[src/rtl/rx_ctrl_pkg.sv]
// Shared types and constants for the serial receive controller.
package rx_ctrl_pkg;

    localparam int unsigned DATA_BITS            = 8;
    localparam int unsigned CLKS_PER_BIT_DEFAULT = 16;

    typedef enum logic [1:0] {
        StIdle,
        StStart,
        StData,
        StStop
    } rx_state_e;

endpackage

[src/rtl/rx_shift_reg.sv]
// Serial-in shift register; new bits enter at bit 0 so the first bit received ends in the MSB.
module rx_shift_reg
    import rx_ctrl_pkg::*;
(
    input  logic                 CLK,
    input  logic                 RESET,
    input  logic                 SHIFT_ENABLE,
    input  logic                 DATA_IN,
    output logic [DATA_BITS-1:0] q
);

    logic [DATA_BITS-1:0] shift_q;
    logic [DATA_BITS-1:0] shift_d;

    always_comb begin
        shift_d = shift_q;
        if (SHIFT_ENABLE) begin
            shift_d = {shift_q[DATA_BITS-2:0], DATA_IN};
        end
    end

    always_ff @(posedge CLK) begin
        if (RESET) begin
            shift_q <= '0;
        end else begin
            shift_q <= shift_d;
        end
    end

    assign q = shift_q;

endmodule

[src/rtl/serial_rx_controller.sv]
// Start/8-data/stop serial receiver with a single-entry valid/ready output holding register.
module serial_rx_controller
    import rx_ctrl_pkg::*;
#(
    parameter int unsigned CLKS_PER_BIT = CLKS_PER_BIT_DEFAULT
) (
    input  logic                 CLK,
    input  logic                 RESET,
    input  logic                 RX_IN,
    output logic [DATA_BITS-1:0] DATA_OUT,
    output logic                 DATA_VALID,
    input  logic                 DATA_READY,
    output logic                 BUSY,
    output logic                 FRAME_ERROR,
    output logic                 OVERRUN
);

    localparam int unsigned CntW    = $clog2(CLKS_PER_BIT);
    localparam int unsigned BitCntW = $clog2(DATA_BITS);

    localparam logic [CntW-1:0]    HalfLast = CntW'(CLKS_PER_BIT / 2 - 1);
    localparam logic [CntW-1:0]    BitLast  = CntW'(CLKS_PER_BIT - 1);
    localparam logic [BitCntW-1:0] LastBit  = BitCntW'(DATA_BITS - 1);

    rx_state_e            state_q, state_d;
    logic [CntW-1:0]      cnt_q, cnt_d;
    logic [BitCntW-1:0]   bit_cnt_q, bit_cnt_d;
    logic [DATA_BITS-1:0] data_q, data_d;
    logic                 valid_q, valid_d;
    logic                 fe_q, fe_d;
    logic                 ov_q, ov_d;

    logic                 shift_en;
    logic                 byte_done;
    logic                 stop_bad;
    logic [DATA_BITS-1:0] sr_q;

    rx_shift_reg u_shift_reg (
        .CLK          (CLK),
        .RESET        (RESET),
        .SHIFT_ENABLE (shift_en),
        .DATA_IN      (RX_IN),
        .q            (sr_q)
    );

    always_comb begin
        state_d   = state_q;
        cnt_d     = cnt_q + 1'b1;
        bit_cnt_d = bit_cnt_q;
        shift_en  = 1'b0;
        byte_done = 1'b0;
        stop_bad  = 1'b0;

        unique case (state_q)
            StIdle: begin
                cnt_d = '0;
                if (!RX_IN) begin
                    state_d = StStart;
                end
            end
            StStart: begin
                // Mid-start-bit check rejects glitches shorter than half a bit.
                if (cnt_q == HalfLast) begin
                    cnt_d   = '0;
                    state_d = RX_IN ? StIdle : StData;
                end
            end
            StData: begin
                if (cnt_q == BitLast) begin
                    cnt_d     = '0;
                    shift_en  = 1'b1;
                    bit_cnt_d = bit_cnt_q + 1'b1;
                    if (bit_cnt_q == LastBit) begin
                        state_d = StStop;
                    end
                end
            end
            StStop: begin
                if (cnt_q == BitLast) begin
                    cnt_d     = '0;
                    state_d   = StIdle;
                    byte_done = RX_IN;
                    stop_bad  = !RX_IN;
                end
            end
            default: begin
                state_d = StIdle;
            end
        endcase
    end

    always_comb begin
        data_d  = data_q;
        valid_d = valid_q;
        fe_d    = stop_bad;
        ov_d    = 1'b0;

        // A completing byte may replace the pending one only if it is consumed this cycle.
        if (byte_done) begin
            if (!valid_q || DATA_READY) begin
                data_d  = sr_q;
                valid_d = 1'b1;
            end else begin
                ov_d = 1'b1;
            end
        end else if (valid_q && DATA_READY) begin
            valid_d = 1'b0;
        end
    end

    always_ff @(posedge CLK) begin
        if (RESET) begin
            state_q   <= StIdle;
            cnt_q     <= '0;
            bit_cnt_q <= '0;
            data_q    <= '0;
            valid_q   <= 1'b0;
            fe_q      <= 1'b0;
            ov_q      <= 1'b0;
        end else begin
            state_q   <= state_d;
            cnt_q     <= cnt_d;
            bit_cnt_q <= bit_cnt_d;
            data_q    <= data_d;
            valid_q   <= valid_d;
            fe_q      <= fe_d;
            ov_q      <= ov_d;
        end
    end

    assign DATA_OUT    = data_q;
    assign DATA_VALID  = valid_q;
    assign BUSY        = (state_q != StIdle);
    assign FRAME_ERROR = fe_q;
    assign OVERRUN     = ov_q;

endmodule

[config.mk]
export PLATFORM = sky130hd
export DESIGN_NAME = serial_rx_controller
export DESIGN_NICKNAME = d
export VERILOG_FILES = /design/src/rtl/rx_ctrl_pkg.sv /design/src/rtl/rx_shift_reg.sv /design/src/rtl/serial_rx_controller.sv
export SDC_FILE = /design/constraint.sdc
export NUM_CORES = 1
export LEC_CHECK = 0
export BUFFER_PORTS_ARGS = -buffer_cell sky130_fd_sc_hd__buf_2
export CAP_MARGIN = 20
export CORE_MARGIN = 4
export CORE_UTILIZATION = 40
export CTS_BUF_LIST = sky130_fd_sc_hd__clkbuf_4 sky130_fd_sc_hd__clkbuf_8
export DETAILED_ROUTE_END_ITERATION = 10
export GPL_TIMING_DRIVEN = 0
export PLACE_DENSITY_LB_ADDON = 0.12
export SYNTH_ARGS = -nofsm -noshare
export SYNTH_HDL_FRONTEND = slang
export SYNTH_HIERARCHICAL = 1
export SYNTH_SLANG_ARGS = --single-unit
[constraint.sdc]
create_clock -name CLK -period 1.5 [get_ports CLK]
set_input_delay 0.075 -clock CLK [delete_from_list [all_inputs] [get_ports CLK]]
set_output_delay 0.075 -clock CLK [all_outputs]
set_load 0.03 [all_outputs]
==> tab_implementation.tex <==
\begin{tabular}{lr}
\hline
Metric & Value \\
\hline
\multicolumn{2}{l}{\textbf{Die}} \\
\quad Placeable Area & 2810 sq um \\
\quad Number of placement rows & 19 \\
\quad Die height & 62.6 microns \\
\quad Initial Util & 42.6\% \\
\quad Die width & 62.6 microns \\
\quad Total Die Area & 3920 sq um \\
\quad Top-level port count & 16 \\
\multicolumn{2}{l}{\textbf{Critical path}} \\
\quad Worst EP required & 1.76 ns \\
\quad CP max FO & 8 \\
\quad Critical path data arrival time & 1.67 ns \\
\quad Startpoint-to-endpoint class of the critical path & flip-flop to flip-flop \\
\quad Element type at the critical path end & flip-flop \\
\quad Startpoint type of the worst setup path & flip-flop \\
\multicolumn{2}{l}{\textbf{Cells and area}} \\
\quad Area used by multi-input combinational logic & 579 sq um \\
\quad Ant diodes & 0 \\
\quad Fill count & 287 \\
\quad Fraction of the core area covered by cells at the end of the flow & 48.9\% \\
\quad Area growth, synth to finish & 15.0\% \\
\quad Layout cell share with drive strength beyond 1 & 23.7\% \\
\quad Summed area of non-filler cells in the final layout & 1370 sq um \\
\quad Non-Filler Instances & 170 \\
\quad Total number of nets in the final design & 148 \\
\quad Area occupied by registers & 567 sq um \\
\multicolumn{2}{l}{\textbf{Clock network}} \\
\quad Clock tree from TritonCTS & yes \\
\quad Master cell of the clock root buffer & sky130\_fd\_sc\_hd\_\_clkbuf\_4 \\
\quad Clock latency on the worst-skew pair & 0.32 ns \\
\quad Clock input transition at the sequential cells of the worst setup and hold paths & 0.14 ns \\
\quad Total number of H-tree levels & 1 \\
\quad Num Clock Sinks & 28 \\
\quad Clock buffers created by TritonCTS & 3 \\
\quad CTS max path bufs & 2 \\
\multicolumn{2}{l}{\textbf{Timing}} \\
\quad Layout Skew & 0.00730 ns \\
\quad Max Clk Rate & 0.710 GHz \\
\quad Worst Hold Slack & 0.0371 ns \\
\quad Normalized max-slew margin & 70.2\% \\
\quad Crit path time final & 1.41 ns \\
\quad Final-report hold violation count & 0 \\
\quad Final Max Tran Viols & 0 \\
\quad Setup violation total in the final timing report & 0 \\
\quad Fin crit share & 93.9\% \\
\quad Setup repair after global routing missed its margin & false \\
\quad Worst Tran Pin Value & 0.447 ns \\
\multicolumn{2}{l}{\textbf{Placement}} \\
\quad HPWL Detailed & 1420 microns \\
\quad Routability congestion estimate & 0.750 \\
\quad Placed cell count & 164 \\
\quad Placed inst area & 1300 sq um \\
\quad Number of port buffers & 14 \\
\multicolumn{2}{l}{\textbf{GRT}} \\
\quad Total global-route track usage & 11.1\% \\
\quad Antenna violations before repair & 0 \\
\quad Global-route congestion overflow total & 0 \\
\quad Number of global-route vias before repair & 821 \\
\quad Largest net degree at the start of global routing & 15 \\
\quad Global-route wire length before repair & 3580 microns \\
\multicolumn{2}{l}{\textbf{Detailed routing}} \\
\quad Drt pass-1 iters & 4 \\
\quad Vias after detailed routing & 857 \\
\quad Routed wirelength normalized by instance count & 12.1 microns \\
\quad Wire length on met2 & 894 microns \\
\quad Final antenna-violating net count & 0 \\
\quad Metal3 WL & 80 microns \\
\quad DRC violations left & 0 \\
\quad Detailed-route wire length on metal 1 & 1070 microns \\
\quad Per-cell via count in the routed design & 5.04 \\
\quad Total wirelength of the detailed-routed design & 2060 microns \\
\quad Top routing layer used & met4 \\
\quad Violation count after the first detailed-routing iteration & 19 \\
\multicolumn{2}{l}{\textbf{Outcome}} \\
\quad Outcome & completed \\
\multicolumn{2}{l}{\textbf{Yosys}} \\
\quad Avg Inst Size Synth & 10.0 sq um \\
\quad Synthesized net count & 126 \\
\quad Netlist area before placement & 1190 sq um \\
\quad Yosys warning total & 6 \\
\quad Seq/Total Area, Yosys & 47.0\% \\
\quad Gate count after technology mapping & 119 \\
\quad Unique masters post-synth & 27 \\
\quad FF+latch count, synth & 28 \\
\multicolumn{2}{l}{\textbf{Min path}} \\
\quad Type of the most critical hold path & input port to flip-flop \\
\multicolumn{2}{l}{\textbf{Pwr}} \\
\quad Total power & 1110 uW \\
\quad Standby leakage power & 0.000513 uW \\
\quad Worst vdd rail ir drop & 0.000752 V \\
\quad Ratio of total power to cell area & 807 nW/um\^{}2 \\
\multicolumn{2}{l}{\textbf{Flow run}} \\
\quad Max capacitance violation total & 0 \\
\hline
\end{tabular}
[flip-flops by register name, indices dropped and copies added (netlist names), named ones only]
name / count
FRAME_ERROR: 1
state_q: 1
bit_cnt_q: 3
DATA_VALID: 1
OVERRUN: 1
cnt_q: 4
DATA_OUT: 8
u_shift_reg/q: 8
[area by class of cell]
class                           count  share of cell area (%)
Buffer                              9                    4.56
Inverter                            2                   0.547
Multi-Input combinational cell     80                    42.2
Sequential cell                    28                    41.3
Timing Repair Buffer               17                    6.93
Clock buffer                        3                    1.64
Tap cell                           31                    2.83
[cell usage in the layout, fill, tap and decap left out, types with 2 or more instances in the layout]
cell and n:
sky130_fd_sc_hd__dfxtp_1 25, sky130_fd_sc_hd__dfxtp_2 2, sky130_fd_sc_hd__inv_1 2, sky130_fd_sc_hd__buf_2 17, sky130_fd_sc_hd__nor3_1 4, sky130_fd_sc_hd__buf_4 2, sky130_fd_sc_hd__ha_1 2, sky130_fd_sc_hd__and4_4 2
sky130_fd_sc_hd__nor2_1 10, sky130_fd_sc_hd__clkbuf_4 3, sky130_fd_sc_hd__a211oi_1 3, sky130_fd_sc_hd__xnor2_1 2, sky130_fd_sc_hd__nand3b_1 3, sky130_fd_sc_hd__mux2i_1 16, sky130_fd_sc_hd__clkbuf_1 2, sky130_fd_sc_hd__o21ai_0 3
sky130_fd_sc_hd__nand3_1 3, sky130_fd_sc_hd__nand2b_1 17, sky130_fd_sc_hd__a21oi_1 5
[power by group]
group / internal [uW] / switching, uW / total, uW / leakage (uW)
clock: 94.0 / 205 / 299 / 0.0000138
combinational: 24.9 / 32.4 / 57.3 / 0.000272
sequential: 748 / 4.53 / 752 / 0.000227
total: 866 / 242 / 1110 / 0.000513
[synthesized netlist by cell type]
cell type                  instances  share of area (%)
sky130_fd_sc_hd__nor3_1            4                1.7
sky130_fd_sc_hd__xor2_1            1               0.73
sky130_fd_sc_hd__a22oi_1           1               0.63
sky130_fd_sc_hd__nand4_1           1               0.52
sky130_fd_sc_hd__o21ai_0           3                1.3
sky130_fd_sc_hd__nor3b_1           1               0.63
sky130_fd_sc_hd__clkbuf_1          3               0.94
sky130_fd_sc_hd__buf_1             1               0.31
sky130_fd_sc_hd__buf_6             1               0.94
sky130_fd_sc_hd__nand2b_1         17                8.9
sky130_fd_sc_hd__nor2b_1           1               0.52
sky130_fd_sc_hd__mux2i_1          16                 13
sky130_fd_sc_hd__a21oi_1           5                2.1
sky130_fd_sc_hd__nor4b_1           1               0.73
sky130_fd_sc_hd__and3_2            1               0.63
sky130_fd_sc_hd__nand3_1           3                1.3
sky130_fd_sc_hd__a211oi_1          3                1.9
sky130_fd_sc_hd__xnor2_1           2                1.5
sky130_fd_sc_hd__dfxtp_1          28                 47
sky130_fd_sc_hd__buf_2             3                1.3
sky130_fd_sc_hd__ha_1              3                3.1
sky130_fd_sc_hd__or3_1             1               0.52
sky130_fd_sc_hd__nand3b_1          3                1.9
sky130_fd_sc_hd__buf_12            1                1.7
sky130_fd_sc_hd__and4_4            2                1.9
sky130_fd_sc_hd__nor2_1           11                3.5
sky130_fd_sc_hd__inv_1             2               0.63
[worst max-delay path, stage by stage (launching register included)]
cell                      delay (ns)
sky130_fd_sc_hd__dfxtp_2        0.38
sky130_fd_sc_hd__ha_4           0.16
sky130_fd_sc_hd__and4_4         0.27
sky130_fd_sc_hd__and4_4         0.24
sky130_fd_sc_hd__buf_12         0.13
sky130_fd_sc_hd__mux2i_1        0.18
[cells by family after synthesis]
logic type	after synthesis	synth area share [%]
buffers and inverters	11	5.76
DFF	28	47.0
xor gates and xnor gates	3	2.20
and+or+nand+nor	46	22.6
AOI/OAI and AO/OA	12	5.87
muxes	16	13.4
adders and majority gates	3	3.14
[path summary, 6_finish.rpt]
check / start / endpoint / slack [ns] / depth (start not counted)
setup / recovery: cnt_q[1] / DATA_OUT[0] / 0.09 / 5
hold / removal: DATA_READY / OVERRUN / 0.04 / 3
setup reg to reg: cnt_q[1] / DATA_OUT[0] / 0.09 / 5
hold reg to reg: DATA_OUT[5] / DATA_OUT[5] / 0.48 / 2
[layer usage]
metal	vias to the layer above	track usage (%)
li1	447	-
met1	396	14.6
met2	12	17.4
met3	2	4.14
met4	0	2.48
met5	-	0
[what timing repair did]
| action | CTS | global route |
|---|---|---|
| hold buffers | 1 | 0 |
| setup buffers | 1 | 1 |
| endpoints found under the hold margin | 1 | 0 |
| endpoints found under the setup margin | 17 | 5 |
| gates resized for setup | 4 | 4 |
| pin swaps | 1 | 0 |
[per-stage QoR]
step,setup TNS [ns],worst slack [ns]
final,0,0.0911
after global routing,0,0.0111
after CTS,0,0.0443
after detailed placement,-0.985,-0.109
after global placement,-0.817,-0.0958
after floorplan,0,0.0994
No activity file was read; power rests on OpenSTA's default activity.
